==> src/rtl/rr_load_arbiter_pkg.sv <==
// Shared definitions for the round-robin load arbiter: FSM state codes
// and a width helper used for the owner index and the hold counter.
package rr_load_arbiter_pkg;

    localparam logic [0:0] ST_IDLE = 1'b0;
    localparam logic [0:0] ST_HOLD = 1'b1;

    // Bits needed to hold the values 0..n-1, never less than one bit
    function automatic int clog2(input int n);
        int w;
        w = 1;
        while ((1 << w) < n) begin
            w = w + 1;
        end
        return w;
    endfunction

endpackage

==> src/rtl/rr_load_arbiter_rr_pick.sv <==
// Combinational round-robin picker: rotates the request vector so the
// priority pointer lands on bit 0, finds the lowest set bit, then maps
// that position back to an absolute requester index.
module rr_pick
    import rr_load_arbiter_pkg::*;
#(
    parameter int NUM_REQ = 4,
    parameter int IDX_W   = clog2(NUM_REQ)
) (
    input  logic [NUM_REQ-1:0] req,
    input  logic [IDX_W-1:0]   ptr,
    output logic               any,
    output logic [IDX_W-1:0]   winner
);

    logic [2*NUM_REQ-1:0] doubled;
    logic [NUM_REQ-1:0]   rotated;
    logic [IDX_W-1:0]     offset;
    logic [IDX_W:0]       sum;

    // Rotate, priority-encode from the pointer position, then un-rotate
    always_comb begin
        doubled = {req, req} >> ptr;
        rotated = doubled[NUM_REQ-1:0];
        any     = |req;
        offset  = '0;
        for (int i = NUM_REQ - 1; i >= 0; i--) begin
            if (rotated[i]) begin
                offset = IDX_W'(i);
            end
        end
        sum = {1'b0, offset} + {1'b0, ptr};
        if (sum >= (IDX_W + 1)'(NUM_REQ)) begin
            sum = sum - (IDX_W + 1)'(NUM_REQ);
        end
        winner = sum[IDX_W-1:0];
    end

endmodule

==> src/rtl/rr_load_arbiter.sv <==
// Round-robin controller owning the load enable of one shared register.
// A granted requester's data is captured, then the register is held for
// HOLD_CYCLES cycles before the next arbitration round.
module rr_load_arbiter
    import rr_load_arbiter_pkg::*;
#(
    parameter int NUM_REQ     = 4,
    parameter int WIDTH       = 8,
    parameter int HOLD_CYCLES = 2
) (
    input  logic                       clk,
    input  logic                       reset_al_in,
    input  logic [NUM_REQ-1:0]         req_in,
    input  logic [NUM_REQ*WIDTH-1:0]   data_in,
    output logic [NUM_REQ-1:0]         grant_out,
    output logic                       load_en_out,
    output logic [WIDTH-1:0]           q_out,
    output logic [clog2(NUM_REQ)-1:0]  owner_out,
    output logic                       busy_out
);

    localparam int IDX_W = clog2(NUM_REQ);
    localparam int CNT_W = clog2(HOLD_CYCLES);

    logic [0:0]         state_q, state_d;
    logic [CNT_W-1:0]   cnt_q, cnt_d;
    logic [IDX_W-1:0]   ptr_q, ptr_d;
    logic [WIDTH-1:0]   data_q, data_d;
    logic [IDX_W-1:0]   owner_q, owner_d;
    logic [NUM_REQ-1:0] grant_q, grant_d;
    logic               load_en_q, load_en_d;
    logic               busy_q, busy_d;

    logic               pick_any;
    logic [IDX_W-1:0]   pick_winner;

    rr_pick #(
        .NUM_REQ (NUM_REQ),
        .IDX_W   (IDX_W)
    ) u_pick (
        .req    (req_in),
        .ptr    (ptr_q),
        .any    (pick_any),
        .winner (pick_winner)
    );

    // Next-state logic: grant in IDLE, count down the hold window in HOLD
    always_comb begin
        state_d   = state_q;
        cnt_d     = cnt_q;
        ptr_d     = ptr_q;
        data_d    = data_q;
        owner_d   = owner_q;
        busy_d    = busy_q;
        grant_d   = '0;
        load_en_d = 1'b0;
        case (state_q)
            ST_IDLE: begin
                if (pick_any) begin
                    data_d    = data_in[int'(pick_winner)*WIDTH +: WIDTH];
                    owner_d   = pick_winner;
                    grant_d   = NUM_REQ'(1) << pick_winner;
                    load_en_d = 1'b1;
                    if (pick_winner == IDX_W'(NUM_REQ - 1)) begin
                        ptr_d = '0;
                    end else begin
                        ptr_d = pick_winner + 1'b1;
                    end
                    cnt_d   = CNT_W'(HOLD_CYCLES - 1);
                    state_d = ST_HOLD;
                    busy_d  = 1'b1;
                end
            end
            ST_HOLD: begin
                if (cnt_q == '0) begin
                    state_d = ST_IDLE;
                    busy_d  = 1'b0;
                end else begin
                    cnt_d = cnt_q - 1'b1;
                end
            end
            default: begin
                state_d = ST_IDLE;
                busy_d  = 1'b0;
            end
        endcase
    end

    // State and output registers, cleared immediately by the active-low reset
    always_ff @(posedge clk or negedge reset_al_in) begin
        if (!reset_al_in) begin
            state_q   <= ST_IDLE;
            cnt_q     <= '0;
            ptr_q     <= '0;
            data_q    <= '0;
            owner_q   <= '0;
            grant_q   <= '0;
            load_en_q <= 1'b0;
            busy_q    <= 1'b0;
        end else begin
            state_q   <= state_d;
            cnt_q     <= cnt_d;
            ptr_q     <= ptr_d;
            data_q    <= data_d;
            owner_q   <= owner_d;
            grant_q   <= grant_d;
            load_en_q <= load_en_d;
            busy_q    <= busy_d;
        end
    end

    assign grant_out   = grant_q;
    assign load_en_out = load_en_q;
    assign q_out       = data_q;
    assign owner_out   = owner_q;
    assign busy_out    = busy_q;

endmodule

==> config.mk <==
export PLATFORM = sky130hd
export DESIGN_NAME = rr_load_arbiter
export DESIGN_NICKNAME = d
export VERILOG_FILES = /design/src/rtl/rr_load_arbiter_pkg.sv /design/src/rtl/rr_load_arbiter_rr_pick.sv /design/src/rtl/rr_load_arbiter.sv
export SDC_FILE = /design/constraint.sdc
export NUM_CORES = 1
export LEC_CHECK = 0
export CORE_ASPECT_RATIO = 1.5
export CORE_MARGIN = 2
export CORE_UTILIZATION = 38
export DETAILED_ROUTE_END_ITERATION = 7
export HOLD_SLACK_MARGIN = 0.02
export PLACE_DENSITY_LB_ADDON = 0.25
export SLEW_MARGIN = 20
export SYNTH_ARGS = -nofsm -noshare
export SYNTH_HDL_FRONTEND = slang
export SYNTH_SLANG_ARGS = --single-unit
==> constraint.sdc <==
create_clock -name clk -period 3 [get_ports clk]
set_clock_uncertainty 0.1 [all_clocks]
set_input_delay 0.45 -clock clk [delete_from_list [all_inputs] [get_ports clk]]
set_output_delay 0.45 -clock clk [all_outputs]
set_load 0.02 [all_outputs]
### After elaboration in Yosys (flattened, before gate mapping)

Cells that the tools add are included.

* bits in latches: 0
* register bits: 20
* memory bits (writable): 0
* input bits: 38
* output and inout port bits: 16
* bits in read-only memories: 0
* memories: 0
* word-level logic and storage cells: 40

* add/subtract/negate cells: 4
* bitwise operators: 1
* magnitude comparators: 1
* reductions and logical operators: 3
* equal/unequal tests: 3
* multiply operators: 0
* muxes and demuxes: 17
* divide/modulo/power cells: 0
* shift-type cells: 3

Operators with widths (number)
* indexed part select 32 x 6 -> 8 bit: 1
* 2-to-1 mux 2 bit: 6
* 2-to-1 mux 4 bit: 2
* >> shifter 8 x 2 -> 4 bit: 1
* 2-to-1 mux 1 bit: 6
* case mux 1 bit (2 select lines): 3
* != test 2 bit (second input constant): 2
* AND reduction 2 bit: 2
* OR reduction 4 bit: 1
* left shift 1 x 2 -> 4 bit (first input constant): 1
* adder 2 x 2 -> 3 bit: 1
* >= comparator 3 bit (second input constant): 1
* adder 2 x 1 -> 2 bit (second input constant): 1
* equality test 2 bit (second input constant): 1
* subtractor 2 x 1 -> 2 bit (second input constant): 1
* NOT 1 bit: 1
* subtractor 1 bit (second input constant): 1

### Depth between registers and ports, before layout

Gate-level depths: netlist of run 1.

* depth in word-level cells: 11
* mapped depth: 14
* mapped depth without buffers: 11

### Modules after synthesis

From an unflattened synthesis of run 1, not the netlist that was laid out.

* cells, all modules: 89
* area total of the unflattened synthesis: 1172.4 um2

Modules (own cells, without submodules)
* rr_load_arbiter: area each 993.5 um2, instances 1, seq. area each 500.5 um2, cells an instance 62
* rr_pick: area each 178.9 um2, instances 1, seq. area each 0.0 um2, cells an instance 27

### Worst setup path after synthesis of run 1

OpenSTA, ideal clock, no wires.

* kind: input to register
* start: in req_in[0]
* end: reg ptr_q[0]
* data required time: 2804 ps
* slack: 84 ps
* buffers on the path: 2
* library setup time: 96 ps
* data arrival time: 2720 ps
* cell stages on the path: 12
* cells stage by stage: inv_1 o21ai_0 a21oi_1 o31a_1 ha_1 xor2_1 or4_4 buf_6 and2_4 buf_6 ha_1 o31ai_1

* cells in the longest elaborated chain, start to end: 10
* elaborated cells on any way between the ends: 14
* classes of those cells: add/sub (3); order compare (1); eq/ne (1); shift (1); mux (6); reduce/logical (2)

RTL lines
* start, declared: line rr_load_arbiter.sv:13 `input logic [NUM_REQ-1:0] req_in,`
* >> shifter 8 x 2 -> 4 bit: line rr_load_arbiter_rr_pick.sv:23 `doubled = {req, req} >> ptr;`
* 2-to-1 mux 2 bit (4 in a row): line rr_load_arbiter_rr_pick.sv:28 `if (rotated[i]) begin`
* adder 2 x 2 -> 3 bit: line rr_load_arbiter_rr_pick.sv:32 `sum = {1'b0, offset} + {1'b0, ptr};`
* >= comparator 3 bit / subtractor 2 x 1 -> 2 bit (equally long branches): line rr_load_arbiter_rr_pick.sv:33, rr_load_arbiter_rr_pick.sv:34
* 2-to-1 mux 2 bit: line rr_load_arbiter_rr_pick.sv:33 `if (sum >= (IDX_W + 1)'(NUM_REQ)) begin`
* adder 2 x 1 -> 2 bit / equality test 2 bit (equally long branches): line rr_load_arbiter.sv:67, rr_load_arbiter.sv:64
* 2-to-1 mux 2 bit: line rr_load_arbiter.sv:64 `if (pick_winner == IDX_W'(NUM_REQ - 1)) begin`
* end signal, assigned: line rr_load_arbiter.sv:103 `ptr_q <= ptr_d;`
* end, declared: line rr_load_arbiter.sv:27 `logic [IDX_W-1:0] ptr_q, ptr_d;`

Parallel ways exist; a longest one is shown, timed or not.
A chain may end at the register's enable or synchronous reset.

### Worst setup path after layout of run 1

* start: reg ptr_q[1]
* end: reg ptr_q[1]

* cells in the longest elaborated chain, start to end: 10
* elaborated cells on any way between the ends: 12
* classes of those cells: add/sub (3); order compare (1); eq/ne (1); shift (1); mux (6)

RTL lines (line)
* >> shifter 8 x 2 -> 4 bit: rr_load_arbiter_rr_pick.sv:23
* 2-to-1 mux 2 bit (4 in a row): rr_load_arbiter_rr_pick.sv:28
* adder 2 x 2 -> 3 bit *: rr_load_arbiter_rr_pick.sv:32
* >= comparator 3 bit / subtractor 2 x 1 -> 2 bit (equally long branches): rr_load_arbiter_rr_pick.sv:33, rr_load_arbiter_rr_pick.sv:34
* 2-to-1 mux 2 bit *: rr_load_arbiter_rr_pick.sv:33
* adder 2 x 1 -> 2 bit / equality test 2 bit (equally long branches): rr_load_arbiter.sv:67, rr_load_arbiter.sv:64
* 2-to-1 mux 2 bit *: rr_load_arbiter.sv:64

Mark *: on every way between the ends. The rest lies on a longest branch, timed or not.

==> run_summary.xml, run 1 <==
<?xml version="1.0" encoding="UTF-8"?>
<metrics>
  <group name="run_status">
    <metric name="run_status" unit="">completed</metric>
  </group>
  <group name="sta">
    <metric name="fin_hold_ws" unit="ns">0.3748</metric>
    <metric name="min_period_over_period" unit="">0.9265</metric>
    <metric name="rsz0062_at_grt" unit="">false</metric>
    <metric name="achievable-frequency" unit="MHz">359.8</metric>
    <metric name="measured_slew_at_the_worst_slew_check_pin" unit="ns">0.8654</metric>
    <metric name="timing.slew.headroom" unit="">0.4212</metric>
    <metric name="setup_violations" unit="">0</metric>
    <metric name="tns" unit="ns">0</metric>
    <metric name="final.min_clock_period" unit="ns">2.780</metric>
    <metric name="finalHoldViolCount" unit="">0</metric>
    <metric name="final-max-slew-violation-count" unit="">0</metric>
  </group>
  <group name="critical_path">
    <metric name="regToRegEndpoint" unit="">ptr_q[1]</metric>
    <metric name="timing.critical_path.fanout_max" unit="">12</metric>
    <metric name="worstPathRequired" unit="ns">3.04</metric>
    <metric name="critPathMaxStageDelay" unit="ns">0.56</metric>
    <metric name="reg2reg_from" unit="">ptr_q[1]</metric>
    <metric name="worstSetupStartpointType" unit="">flip-flop</metric>
    <metric name="setup.worst_path.class" unit="">flip-flop to flip-flop</metric>
    <metric name="r2r_cells" unit="">11</metric>
    <metric name="timing.reg2reg.setup_slack" unit="ns">0.22</metric>
    <metric name="critical_path.cell_chain" unit="">nand2_1 &gt; a2bb2oi_2 &gt; o211ai_1 &gt; o31a_1 &gt; ha_2 &gt; xor2_1 &gt; or4_4 &gt; and2_4 &gt; ha_1 &gt; nand2_1 &gt; nand2_1</metric>
    <metric name="cp.arrival" unit="ns">2.82</metric>
    <metric name="cp_slowest_cell" unit="">sky130_fd_sc_hd__dfrtp_1</metric>
    <metric name="critical_path.most_common_cell" unit="">sky130_fd_sc_hd__nand2_1</metric>
    <metric name="worstSetupEndpointType" unit="">flip-flop</metric>
  </group>
  <group name="die">
    <metric name="die-height" unit="µm">75.01</metric>
    <metric name="floorplan.die.width" unit="µm">51.34</metric>
    <metric name="floorplan.core_area" unit="µm²">3191</metric>
    <metric name="top_level_ports" unit="">54</metric>
    <metric name="design.die.area" unit="µm²">3851</metric>
    <metric name="floorplan.rows" unit="">25</metric>
    <metric name="start_util" unit="">0.4004</metric>
  </group>
  <group name="global_route">
    <metric name="grt_pass1_wl" unit="µm">5154</metric>
    <metric name="grt_start_max_net_pins" unit="">23</metric>
    <metric name="gr-usage-all-layers" unit="">0.1733</metric>
    <metric name="grt_antenna_before_repair" unit="">0</metric>
    <metric name="grt_pass1_vias" unit="">1211</metric>
    <metric name="grt.overflow.total" unit="">0</metric>
  </group>
  <group name="synth">
    <metric name="yosysUniqueCellTypes" unit="">36</metric>
    <metric name="syn_area_per_cell" unit="µm²">11.11</metric>
    <metric name="yosysSeqAreaShare" unit="">0.3918</metric>
    <metric name="async_reset_ff_frac" unit="">1.000</metric>
    <metric name="synth.ff_latch_count" unit="">20</metric>
    <metric name="dominant_synthesized_flop_cell" unit="">sky130_fd_sc_hd__dfrtp_1</metric>
    <metric name="synth_enable_flop_cells" unit="">0</metric>
    <metric name="syn_nets" unit="">155</metric>
    <metric name="synth_cells" unit="">115</metric>
    <metric name="post_synth_instance_area" unit="µm²">1277</metric>
    <metric name="yosysWarnings" unit="">0</metric>
  </group>
  <group name="hold_path">
    <metric name="hold-path-endpoint" unit="">owner_out[0]</metric>
    <metric name="min_path_type" unit="">flip-flop to flip-flop</metric>
    <metric name="worst_hold_startpoint" unit="">owner_out[0]</metric>
    <metric name="timing.hold.worst_path_depth" unit="">2</metric>
  </group>
  <group name="final_layout">
    <metric name="post-route-util" unit="">0.6361</metric>
    <metric name="layout-drive-gt1-share" unit="">0.2373</metric>
    <metric name="diodes" unit="">0</metric>
    <metric name="postLayoutCellArea" unit="µm²">2029</metric>
    <metric name="layout.nets" unit="">218</metric>
    <metric name="area.sequential" unit="µm²">500.5</metric>
    <metric name="area_added_between_synthesis_and_finish" unit="%">58.86</metric>
    <metric name="fillers" unit="">283</metric>
    <metric name="multi_input_comb_area" unit="µm²">718.2</metric>
  </group>
  <group name="drt">
    <metric name="drt-initial-drc-count" unit="">31</metric>
    <metric name="drc" unit="">0</metric>
    <metric name="route.detailed.wl_per_inst" unit="µm">14.85</metric>
    <metric name="via_per_inst" unit="">5.350</metric>
    <metric name="via_count" unit="">1161</metric>
    <metric name="drtAntennaViolNets" unit="">0</metric>
    <metric name="firstDrtPassIters" unit="">4</metric>
    <metric name="finalWirelength" unit="µm">3222</metric>
  </group>
  <group name="place">
    <metric name="port_buffers" unit="">53</metric>
    <metric name="placed_cell_area" unit="µm²">1944</metric>
    <metric name="hpwl" unit="µm">2513</metric>
    <metric name="routabilityCongestion" unit="">0.7090</metric>
  </group>
  <group name="pwr">
    <metric name="max-vdd-ir-drop" unit="V">0.0007132</metric>
    <metric name="report.power.total" unit="W">0.002413</metric>
    <metric name="cellPowerDensity" unit="nW/µm²">1189</metric>
    <metric name="static_leakage_power" unit="nW">0.8831</metric>
  </group>
  <group name="clock_network">
    <metric name="cts_tree" unit="">yes</metric>
    <metric name="total_cts_buffers" unit="">3</metric>
    <metric name="root_driver" unit="">sky130_fd_sc_hd__clkbuf_8</metric>
    <metric name="cts.htree.levels" unit="">1</metric>
    <metric name="worst_skew_pair.late_latency" unit="ns">0.25</metric>
    <metric name="clkTransAtPathRegs" unit="ns">0.07</metric>
    <metric name="ctsLongestPathBuffers" unit="">2</metric>
    <metric name="clock_sink_count" unit="">20</metric>
    <metric name="cts.hold.buffers_added" unit="">0</metric>
  </group>
  <group name="flow_run">
    <metric name="drv_cap" unit="">0</metric>
  </group>
</metrics>
==> metrics by stage <==
step | instances | setup WS (ns)
after CTS | 217 | 0.002587
after detailed placement | 213 | -0.2858
final | 217 | 0.2205
after floorplan | 115 | 0.08386
after global routing | 217 | 0.07865
after global placement | 213 | -0.1860
==> report_power, final <==
group / total, W / leakage [nW] / internal, W / switching [W]
logic: 0.00165 / 0.598 / 0.000868 / 0.000781
registers: 0.000500 / 0.249 / 0.000408 / 0.0000922
clock network: 0.000264 / 0.0357 / 0.000178 / 0.0000860
total: 0.00241 / 0.883 / 0.00145 / 0.000960
==> cell type report <==
class                      count  share of cell area
clock buffer                   3             0.02035
multi-input combinational     83              0.3539
timing repair buffer          67              0.3342
clock inverter                 1             0.01480
tap                           40             0.02466
inverter                       3            0.005549
sequential                    20              0.2466
==> cell families (layout without fill, tap and decap cells) <==
family                     count (synthesis)  count (layout)  share of synthesized area
AOI/OAI and AO/OA                         20              20                     0.1979
xor gates and xnor gates                   1               1                   0.006857
muxes                                     18              18                     0.1499
adders and majority gates                  2               2                    0.01959
and+or+nand+nor                           42              42                     0.1812
DFF                                       20              20                     0.3918
buffers and inverters                     12              74                    0.05289
==> sequential cells by signal (all words and copies together), names as in the netlist <==
register	flops
load_en_out	1
grant_out	4
state_q	1
cnt_q	1
q_out	8
ptr_q	2
owner_out	2
busy_out	1
==> synth_stat cells, types with 2 or more instances <==
master / number / area share
sky130_fd_sc_hd__mux2i_1: 9 / 0.071
sky130_fd_sc_hd__o311ai_4: 5 / 0.10
sky130_fd_sc_hd__nand2_1: 17 / 0.050
sky130_fd_sc_hd__ha_1: 2 / 0.020
sky130_fd_sc_hd__o311ai_1: 3 / 0.021
sky130_fd_sc_hd__nor2_1: 3 / 0.0088
sky130_fd_sc_hd__nand3b_1: 2 / 0.012
sky130_fd_sc_hd__nand4_1: 8 / 0.039
sky130_fd_sc_hd__mux2_2: 9 / 0.079
sky130_fd_sc_hd__inv_1: 2 / 0.0059
sky130_fd_sc_hd__a21oi_1: 3 / 0.012
sky130_fd_sc_hd__or3b_2: 2 / 0.014
sky130_fd_sc_hd__dfrtp_1: 20 / 0.39
sky130_fd_sc_hd__nor3_1: 2 / 0.0078
sky130_fd_sc_hd__buf_6: 3 / 0.026
sky130_fd_sc_hd__clkbuf_1: 5 / 0.015
==> per-layer routing <==
| metal | vias up | global-route usage | wire length [µm] |
|---|---|---|---|
| met4 | 0 | 0.03801 | 17 |
| li1 | 552 | - | - |
| met2 | 40 | 0.3506 | 1886 |
| met1 | 567 | 0.1876 | 1181 |
| met3 | 2 | 0.02381 | 136 |
| met5 | - | 0 | 0 |
==> how the worst max path moves through the flow <==
stage | endpoint | start | depth (start not counted) | slack, ns
2_1_floorplan | ptr_q[0] | req_in[0] | 12 | 0.08
3_3_place_gp | ptr_q[0] | req_in[0] | 11 | -0.19
3_5_place_dp | ptr_q[1] | req_in[0] | 12 | -0.29
4_1_cts | ptr_q[1] | req_in[0] | 13 | 0.003
5_1_grt | ptr_q[1] | ptr_q[1] | 11 | 0.08
6_report | ptr_q[1] | ptr_q[1] | 11 | 0.22
==> critical path, delay by kind of cell, from the launching register on <==
family / cells / cell delay [ns]
AO/OA/AOI/OAI: 3 / 0.43
XOR/XNOR: 1 / 0.15
adder cells (fa/ha/maj): 2 / 0.47
flip-flops: 1 / 0.56
AND/OR/NAND/NOR: 5 / 0.96
==> cell usage in the layout (no fill, tap or decap), types with 2 or more instances in the layout <==
cell and count:
sky130_fd_sc_hd__a21oi_1 3, sky130_fd_sc_hd__buf_12 3, sky130_fd_sc_hd__buf_4 11, sky130_fd_sc_hd__clkbuf_8 3, sky130_fd_sc_hd__clkdlybuf4s50_1 51, sky130_fd_sc_hd__dfrtp_1 20, sky130_fd_sc_hd__dlymetal6s2s_1 2, sky130_fd_sc_hd__inv_2 2
sky130_fd_sc_hd__mux2_2 9, sky130_fd_sc_hd__mux2i_1 9, sky130_fd_sc_hd__nand2_1 17, sky130_fd_sc_hd__nand3b_1 2, sky130_fd_sc_hd__nand4_1 8, sky130_fd_sc_hd__nor2_1 3, sky130_fd_sc_hd__nor3_1 2, sky130_fd_sc_hd__o311ai_1 3
sky130_fd_sc_hd__o311ai_4 5, sky130_fd_sc_hd__or3b_2 2
==> repair_timing <==
action	4_1_cts	5_1_grt
pin swaps	1	2
setup endpoints to repair	8	12
resized for setup	2	4
setup buffers	0	0
Note: power is estimated with default switching activity, not from simulation.
==> inputs of run 2 (changes only) <==
--- a/config.mk
+++ b/config.mk
@@ -5,12 +5,12 @@
 export SDC_FILE = /design/constraint.sdc
 export NUM_CORES = 1
 export LEC_CHECK = 0
-export CORE_ASPECT_RATIO = 1.5
-export CORE_MARGIN = 2
+export CORE_ASPECT_RATIO = 0.5
 export CORE_UTILIZATION = 38
 export DETAILED_ROUTE_END_ITERATION = 7
 export HOLD_SLACK_MARGIN = 0.02
 export PLACE_DENSITY_LB_ADDON = 0.25
+export RECOVER_POWER = 50
 export SLEW_MARGIN = 20
 export SYNTH_ARGS = -nofsm -noshare
 export SYNTH_HDL_FRONTEND = slang
==> run 2 against run 1 <==
Wire length decreased by 1.9%. Register-to-register slack improved by 0.05 ns. The run now ends with DRC left. First-iteration DRC count increased by 39%. Critical path type is now primary input to flip-flop. Cell count increased by 0.46%. Critical path depth decreased by 1. Sequential power decreased by 1%. Via count decreased by 0.95%. Setup slack got worse by 0.047 ns. Critical endpoint is now q_out[0]. Sequential share of layout area increased by 0.092 points. Global-route usage increased by 2.3 points. Power decreased by 2.4%.
==> run_summary.xml, run 2 (same netlist as run 1, synthesis figures left out) <==
<?xml version="1.0" encoding="UTF-8"?>
<metrics>
  <group name="die">
    <metric name="start_util" unit="">0.4120</metric>
    <metric name="die-height" unit="µm">43</metric>
    <metric name="floorplan.core_area" unit="µm²">3100</metric>
    <metric name="floorplan.rows" unit="">14</metric>
    <metric name="design.die.area" unit="µm²">3612</metric>
    <metric name="top_level_ports" unit="">54</metric>
    <metric name="floorplan.die.width" unit="µm">84.00</metric>
  </group>
  <group name="sta">
    <metric name="tns" unit="ns">0</metric>
    <metric name="min_period_over_period" unit="">0.9422</metric>
    <metric name="final-max-slew-violation-count" unit="">0</metric>
    <metric name="achievable-frequency" unit="MHz">353.8</metric>
    <metric name="worst_slack" unit="ns">0.1733</metric>
    <metric name="finalHoldViolCount" unit="">0</metric>
    <metric name="setup_violations" unit="">0</metric>
    <metric name="measured_slew_at_the_worst_slew_check_pin" unit="ns">0.9163</metric>
    <metric name="final.min_clock_period" unit="ns">2.827</metric>
    <metric name="timing.slew.headroom" unit="">0.3871</metric>
    <metric name="rsz0062_at_grt" unit="">false</metric>
  </group>
  <group name="global_route">
    <metric name="grt.overflow.total" unit="">0</metric>
    <metric name="grt_pass1_wl" unit="µm">5430</metric>
    <metric name="grt_pass1_vias" unit="">1150</metric>
    <metric name="grt_start_max_net_pins" unit="">22</metric>
    <metric name="gr-usage-all-layers" unit="">0.1965</metric>
    <metric name="grt_antenna_before_repair" unit="">0</metric>
  </group>
  <group name="critical_path">
    <metric name="setup.worst_path.class" unit="">primary input to flip-flop</metric>
    <metric name="worstPathRequired" unit="ns">3.06</metric>
    <metric name="worstSetupEndpointType" unit="">flip-flop</metric>
    <metric name="timing.critical_path.fanout_max" unit="">7</metric>
    <metric name="worstSetupStartpointType" unit="">primary input</metric>
    <metric name="cp.arrival" unit="ns">2.88</metric>
  </group>
  <group name="hold_path">
    <metric name="min_path_type" unit="">flip-flop to flip-flop</metric>
  </group>
  <group name="final_layout">
    <metric name="diodes" unit="">0</metric>
    <metric name="layout-drive-gt1-share" unit="">0.2416</metric>
    <metric name="largest_reg_flops" unit="">8</metric>
    <metric name="leading_cell_types_in_the_layout_fill_and_taps_excluded" unit="">43 x sky130_fd_sc_hd__clkdlybuf4s50_1, 20 x sky130_fd_sc_hd__dfrtp_1, 17 x sky130_fd_sc_hd__nand2_1, 12 x sky130_fd_sc_hd__buf_4</metric>
    <metric name="post-route-util" unit="">0.6521</metric>
    <metric name="area_added_between_synthesis_and_finish" unit="%">58.28</metric>
    <metric name="most_common_cell_after_layout_fill_and_taps_aside" unit="">sky130_fd_sc_hd__clkdlybuf4s50_1</metric>
    <metric name="layout.nets" unit="">219</metric>
  </group>
  <group name="run_status">
    <metric name="run_status" unit="">finished with violations</metric>
    <metric name="violated_checks" unit="">DRC</metric>
  </group>
  <group name="place">
    <metric name="port_buffers" unit="">53</metric>
    <metric name="dp_slack" unit="ns">-0.2690</metric>
    <metric name="routabilityCongestion" unit="">0.7773</metric>
    <metric name="hpwl" unit="µm">2318</metric>
  </group>
  <group name="pwr">
    <metric name="cellPowerDensity" unit="nW/µm²">1165</metric>
    <metric name="report.power.total" unit="W">0.002355</metric>
    <metric name="static_leakage_power" unit="nW">0.8888</metric>
    <metric name="max-vdd-ir-drop" unit="V">0.0004570</metric>
  </group>
  <group name="clock_network">
    <metric name="ctsLongestPathBuffers" unit="">2</metric>
    <metric name="cts_post_setup_buffers_inserted" unit="">0</metric>
    <metric name="total_cts_buffers" unit="">3</metric>
    <metric name="cts_tree" unit="">yes</metric>
    <metric name="worst_skew_pair.late_latency" unit="ns">0.26</metric>
    <metric name="root_driver" unit="">sky130_fd_sc_hd__clkbuf_8</metric>
    <metric name="cts.hold.buffers_added" unit="">0</metric>
    <metric name="cts.htree.levels" unit="">1</metric>
    <metric name="clock_sink_count" unit="">20</metric>
    <metric name="clkTransAtPathRegs" unit="ns">0.08</metric>
  </group>
  <group name="drt">
    <metric name="via_per_inst" unit="">5.275</metric>
    <metric name="drc" unit="">3</metric>
    <metric name="drt-initial-drc-count" unit="">43</metric>
    <metric name="route.detailed.wl_per_inst" unit="µm">14.50</metric>
    <metric name="via_count" unit="">1150</metric>
    <metric name="drtAntennaViolNets" unit="">0</metric>
    <metric name="finalWirelength" unit="µm">3161</metric>
    <metric name="firstDrtPassIters" unit="">6</metric>
  </group>
  <group name="flow_run">
    <metric name="drv_cap" unit="">0</metric>
  </group>
</metrics>
## run 2: cell count changes in the layout (fill, tap and decap cells not counted), sizes merged
cell and delta:
bufinv -1, clkdlybuf4s50 -8, clkbuf +2, dlygate4sd3 +8
## run 2: metrics by stage
stage	instance area, µm²	hold WS, ns	cells
6_report	2022	0.3841	218
5_1_grt	2022	0.4187	218
4_1_cts	2002	0.3880	218
3_5_place_dp	1939	0.3696	214
3_3_place_gp	1939	0.3654	214
2_1_floorplan	1277	0.05441	115
## run 2: timing repair
action,4_1_cts,5_1_grt
endpoints found under the setup margin,2,12
resized for setup,1,6
pin swaps,1,1
## run 2: routing by layer
layer	wire length, µm	global-route usage
met1	1331	0.2448
met2	1662	0.3541
met3	130	0.03891
met4	36	0.05172
met5	0	0
## run 2: layout make-up
cell class | instances | area (µm²)
fillers | 243 | 1079
multi-input cells | 83 | 735.7
repair buffers | 68 | 669.4
flip-flops and latches | 20 | 500.5
clock buffers | 4 | 55.05
well taps | 40 | 50.05
inverters | 3 | 11.26
## run 2: worst max-delay path, cell delays in order
cell and delay [ns]:
sky130_fd_sc_hd__dlygate4sd3_1 0.59, sky130_fd_sc_hd__a2bb2oi_2 0.14, sky130_fd_sc_hd__o211ai_1 0.09, sky130_fd_sc_hd__o31a_1 0.13, sky130_fd_sc_hd__ha_1 0.19, sky130_fd_sc_hd__xor2_1 0.15
sky130_fd_sc_hd__or4_4 0.50, sky130_fd_sc_hd__and2_4 0.22, sky130_fd_sc_hd__buf_12 0.14, sky130_fd_sc_hd__o311ai_2 0.27
## run 2: worst paths after layout
check | start | end | slack [ns] | depth (start not counted)
worst min-delay path | state_q | cnt_q | 0.38 | 1
max in group asynchronous | reset_al_in | grant_out[0] | 1.57 | 1
worst max-delay path | req_in[2] | q_out[0] | 0.17 | 10
worst min register to register | state_q | cnt_q | 0.38 | 1
worst max register to register | ptr_q[1] | q_out[0] | 0.27 | 9
min in group asynchronous | reset_al_in | q_out[4] | 0.66 | 1
## run 2: power breakdown
group	internal (W)	total (W)	leakage [nW]	switching, W
clock	0.000117	0.000207	0.0288	0.0000906
combinational	0.000850	0.00165	0.611	0.000804
sequential	0.000408	0.000495	0.249	0.0000870
==> inputs of run 3 (changes only) <==
--- a/config.mk
+++ b/config.mk
@@ -6,12 +6,13 @@
 export NUM_CORES = 1
 export LEC_CHECK = 0
 export CORE_ASPECT_RATIO = 0.5
+export CORE_MARGIN = 2
 export CORE_UTILIZATION = 38
 export DETAILED_ROUTE_END_ITERATION = 7
 export HOLD_SLACK_MARGIN = 0.02
 export PLACE_DENSITY_LB_ADDON = 0.25
 export RECOVER_POWER = 50
-export SLEW_MARGIN = 20
+export SLEW_MARGIN = 40
 export SYNTH_ARGS = -nofsm -noshare
 export SYNTH_HDL_FRONTEND = slang
 export SYNTH_SLANG_ARGS = --single-unit
==> run 3 against run 2 <==
The run now ends clean. Register-to-register slack lost 0.02 ns. Setup slack worse by 0.0029 ns. Power is 0.78% lower. Sequential power is 1% higher. Highest routed layer is now met3. Die area increased by 7.1%. Design area shrank 0.87%. First-iteration DRC count decreased by 16%. Cell count is 1.4% lower. Fmax down 0.10%.
==> run_summary.xml, run 3 (same netlist as run 1, synthesis figures left out) <==
<?xml version="1.0" encoding="UTF-8"?>
<metrics>
  <group name="critical_path">
    <metric name="cp.arrival" unit="ns">2.90</metric>
    <metric name="setup.worst_path.class" unit="">primary input to flip-flop</metric>
    <metric name="worstSetupEndpointType" unit="">flip-flop</metric>
    <metric name="worstPathRequired" unit="ns">3.07</metric>
    <metric name="worstSetupStartpointType" unit="">primary input</metric>
    <metric name="timing.critical_path.fanout_max" unit="">7</metric>
  </group>
  <group name="sta">
    <metric name="setup_violations" unit="">0</metric>
    <metric name="worst_slack" unit="ns">0.1704</metric>
    <metric name="final-max-slew-violation-count" unit="">0</metric>
    <metric name="finalHoldViolCount" unit="">0</metric>
    <metric name="rsz0062_at_grt" unit="">false</metric>
    <metric name="timing.slew.headroom" unit="">0.2773</metric>
    <metric name="measured_slew_at_the_worst_slew_check_pin" unit="ns">1.084</metric>
    <metric name="min_period_over_period" unit="">0.9432</metric>
    <metric name="final.min_clock_period" unit="ns">2.830</metric>
    <metric name="achievable-frequency" unit="MHz">353.4</metric>
  </group>
  <group name="place">
    <metric name="hpwl" unit="µm">2356</metric>
    <metric name="placed_instances" unit="">211</metric>
    <metric name="routabilityCongestion" unit="">0.8392</metric>
    <metric name="placed_cell_area" unit="µm²">1924</metric>
    <metric name="dp_slack" unit="ns">-0.2639</metric>
    <metric name="port_buffers" unit="">53</metric>
  </group>
  <group name="pwr">
    <metric name="cellPowerDensity" unit="nW/µm²">1166</metric>
    <metric name="static_leakage_power" unit="nW">0.8774</metric>
    <metric name="max-vdd-ir-drop" unit="V">0.0004682</metric>
  </group>
  <group name="die">
    <metric name="top_level_ports" unit="">54</metric>
    <metric name="die-height" unit="µm">45</metric>
    <metric name="floorplan.die.width" unit="µm">86.00</metric>
    <metric name="start_util" unit="">0.4120</metric>
    <metric name="floorplan.rows" unit="">14</metric>
    <metric name="design.die.area" unit="µm²">3870</metric>
    <metric name="floorplan.core_area" unit="µm²">3100</metric>
  </group>
  <group name="clock_network">
    <metric name="cts.htree.levels" unit="">1</metric>
    <metric name="clkTransAtPathRegs" unit="ns">0.07</metric>
    <metric name="cts_post_setup_buffers_inserted" unit="">0</metric>
    <metric name="ctsLongestPathBuffers" unit="">2</metric>
    <metric name="cts_tree" unit="">yes</metric>
    <metric name="total_cts_buffers" unit="">3</metric>
    <metric name="worst_skew_pair.late_latency" unit="ns">0.26</metric>
    <metric name="clock_sink_count" unit="">20</metric>
    <metric name="root_driver" unit="">sky130_fd_sc_hd__clkbuf_8</metric>
  </group>
  <group name="global_route">
    <metric name="grt.overflow.total" unit="">0</metric>
    <metric name="gr-usage-all-layers" unit="">0.1790</metric>
    <metric name="grt_start_max_net_pins" unit="">22</metric>
    <metric name="grt_antenna_before_repair" unit="">0</metric>
    <metric name="grt_pass1_vias" unit="">1173</metric>
    <metric name="grt_pass1_wl" unit="µm">5326</metric>
  </group>
  <group name="final_layout">
    <metric name="leading_cell_types_in_the_layout_fill_and_taps_excluded" unit="">43 x sky130_fd_sc_hd__clkdlybuf4s50_1, 20 x sky130_fd_sc_hd__dfrtp_1, 17 x sky130_fd_sc_hd__nand2_1, 9 x sky130_fd_sc_hd__mux2i_1, 9 x sky130_fd_sc_hd__mux2_2</metric>
    <metric name="largest_reg_flops" unit="">8</metric>
    <metric name="most_common_cell_after_layout_fill_and_taps_aside" unit="">sky130_fd_sc_hd__clkdlybuf4s50_1</metric>
    <metric name="fillers" unit="">263</metric>
    <metric name="multi_input_comb_area" unit="µm²">734.5</metric>
    <metric name="area.sequential" unit="µm²">500.5</metric>
    <metric name="area_added_between_synthesis_and_finish" unit="%">56.90</metric>
    <metric name="final_cell_count_without_fillers" unit="">215</metric>
    <metric name="layout-drive-gt1-share" unit="">0.2343</metric>
    <metric name="layout.nets" unit="">216</metric>
    <metric name="postLayoutCellArea" unit="µm²">2004</metric>
    <metric name="diodes" unit="">0</metric>
    <metric name="post-route-util" unit="">0.6465</metric>
  </group>
  <group name="drt">
    <metric name="drtAntennaViolNets" unit="">0</metric>
    <metric name="drt-initial-drc-count" unit="">36</metric>
    <metric name="route.detailed.wl_per_inst" unit="µm">14.42</metric>
    <metric name="finalWirelength" unit="µm">3101</metric>
    <metric name="drc" unit="">0</metric>
    <metric name="firstDrtPassIters" unit="">4</metric>
    <metric name="via_per_inst" unit="">5.153</metric>
    <metric name="via_count" unit="">1108</metric>
  </group>
  <group name="flow_run">
    <metric name="drv_cap" unit="">0</metric>
  </group>
  <group name="run_status">
    <metric name="run_status" unit="">completed</metric>
  </group>
  <group name="hold_path">
    <metric name="min_path_type" unit="">primary input to asynchronous set/reset pin</metric>
  </group>
</metrics>
-- run 3: worst paths after layout --
kind	endpoint	startpoint	depth (start not counted)	slack, ns
worst max register to register	q_out[5]	ptr_q[1]	10	0.25
worst max-delay path	q_out[5]	req_in[2]	10	0.17
worst min-delay path	owner_out[0]	reset_al_in	1	0.27
max in group asynchronous	q_out[4]	reset_al_in	1	1.89
min in group clk	q_out[1]	q_out[1]	2	0.40
worst min register to register	q_out[1]	q_out[1]	2	0.40
-- run 3: timing repair --
item,in CTS,in global routing
setup endpoints to repair,0,13
hold buffers,0,0
resized for setup,0,8
-- run 3: worst max-delay path, stage by stage --
cell and delay [ns]:
sky130_fd_sc_hd__dlygate4sd3_1 0.58, sky130_fd_sc_hd__a2bb2oi_1 0.16, sky130_fd_sc_hd__o211ai_1 0.12, sky130_fd_sc_hd__o31a_1 0.13, sky130_fd_sc_hd__ha_2 0.18, sky130_fd_sc_hd__xor2_2 0.16, sky130_fd_sc_hd__or4_4 0.50, sky130_fd_sc_hd__and2_4 0.20
sky130_fd_sc_hd__buf_12 0.15, sky130_fd_sc_hd__o311ai_4 0.26
-- run 3: power breakdown --
part | switching [W] | total [W] | internal [W]
registers | 0.0000947 | 0.000502 | 0.000408
clock network | 0.0000879 | 0.000205 | 0.000117
logic | 0.000797 | 0.00163 | 0.000833
-- run 3: cell type report --
type,instances,area share
Timing Repair Buffer,65,0.3258
Inverter,3,0.005618
Clock buffer,4,0.02747
Sequential cell,20,0.2497
Tap cell,40,0.02497
Multi-Input combinational cell,83,0.3664
-- run 3: metrics by stage --
stage	TNS, ns	hold slack (ns)	power, W
final	0	0.2665	0.002337
after global routing	0	0.3458	0.002490
after CTS	0	0.04271	0.002337
after detailed placement	-2.976	0.3306	0.002124
after global placement	-2.343	0.3634	0.002085
after floorplan	0	0.05441	0.001543
-- run 3: per-layer routing --
metal / up-vias / wire, µm / track usage / part of all wire
met5: - / 0 / 0 / 0
met4: 0 / 0 / 0.04127 / 0
met3: 0 / 146 / 0.05119 / 0.047
met2: 27 / 1542 / 0.3240 / 0.50
met1: 531 / 1411 / 0.2177 / 0.46
li1: 550 / - / - / -
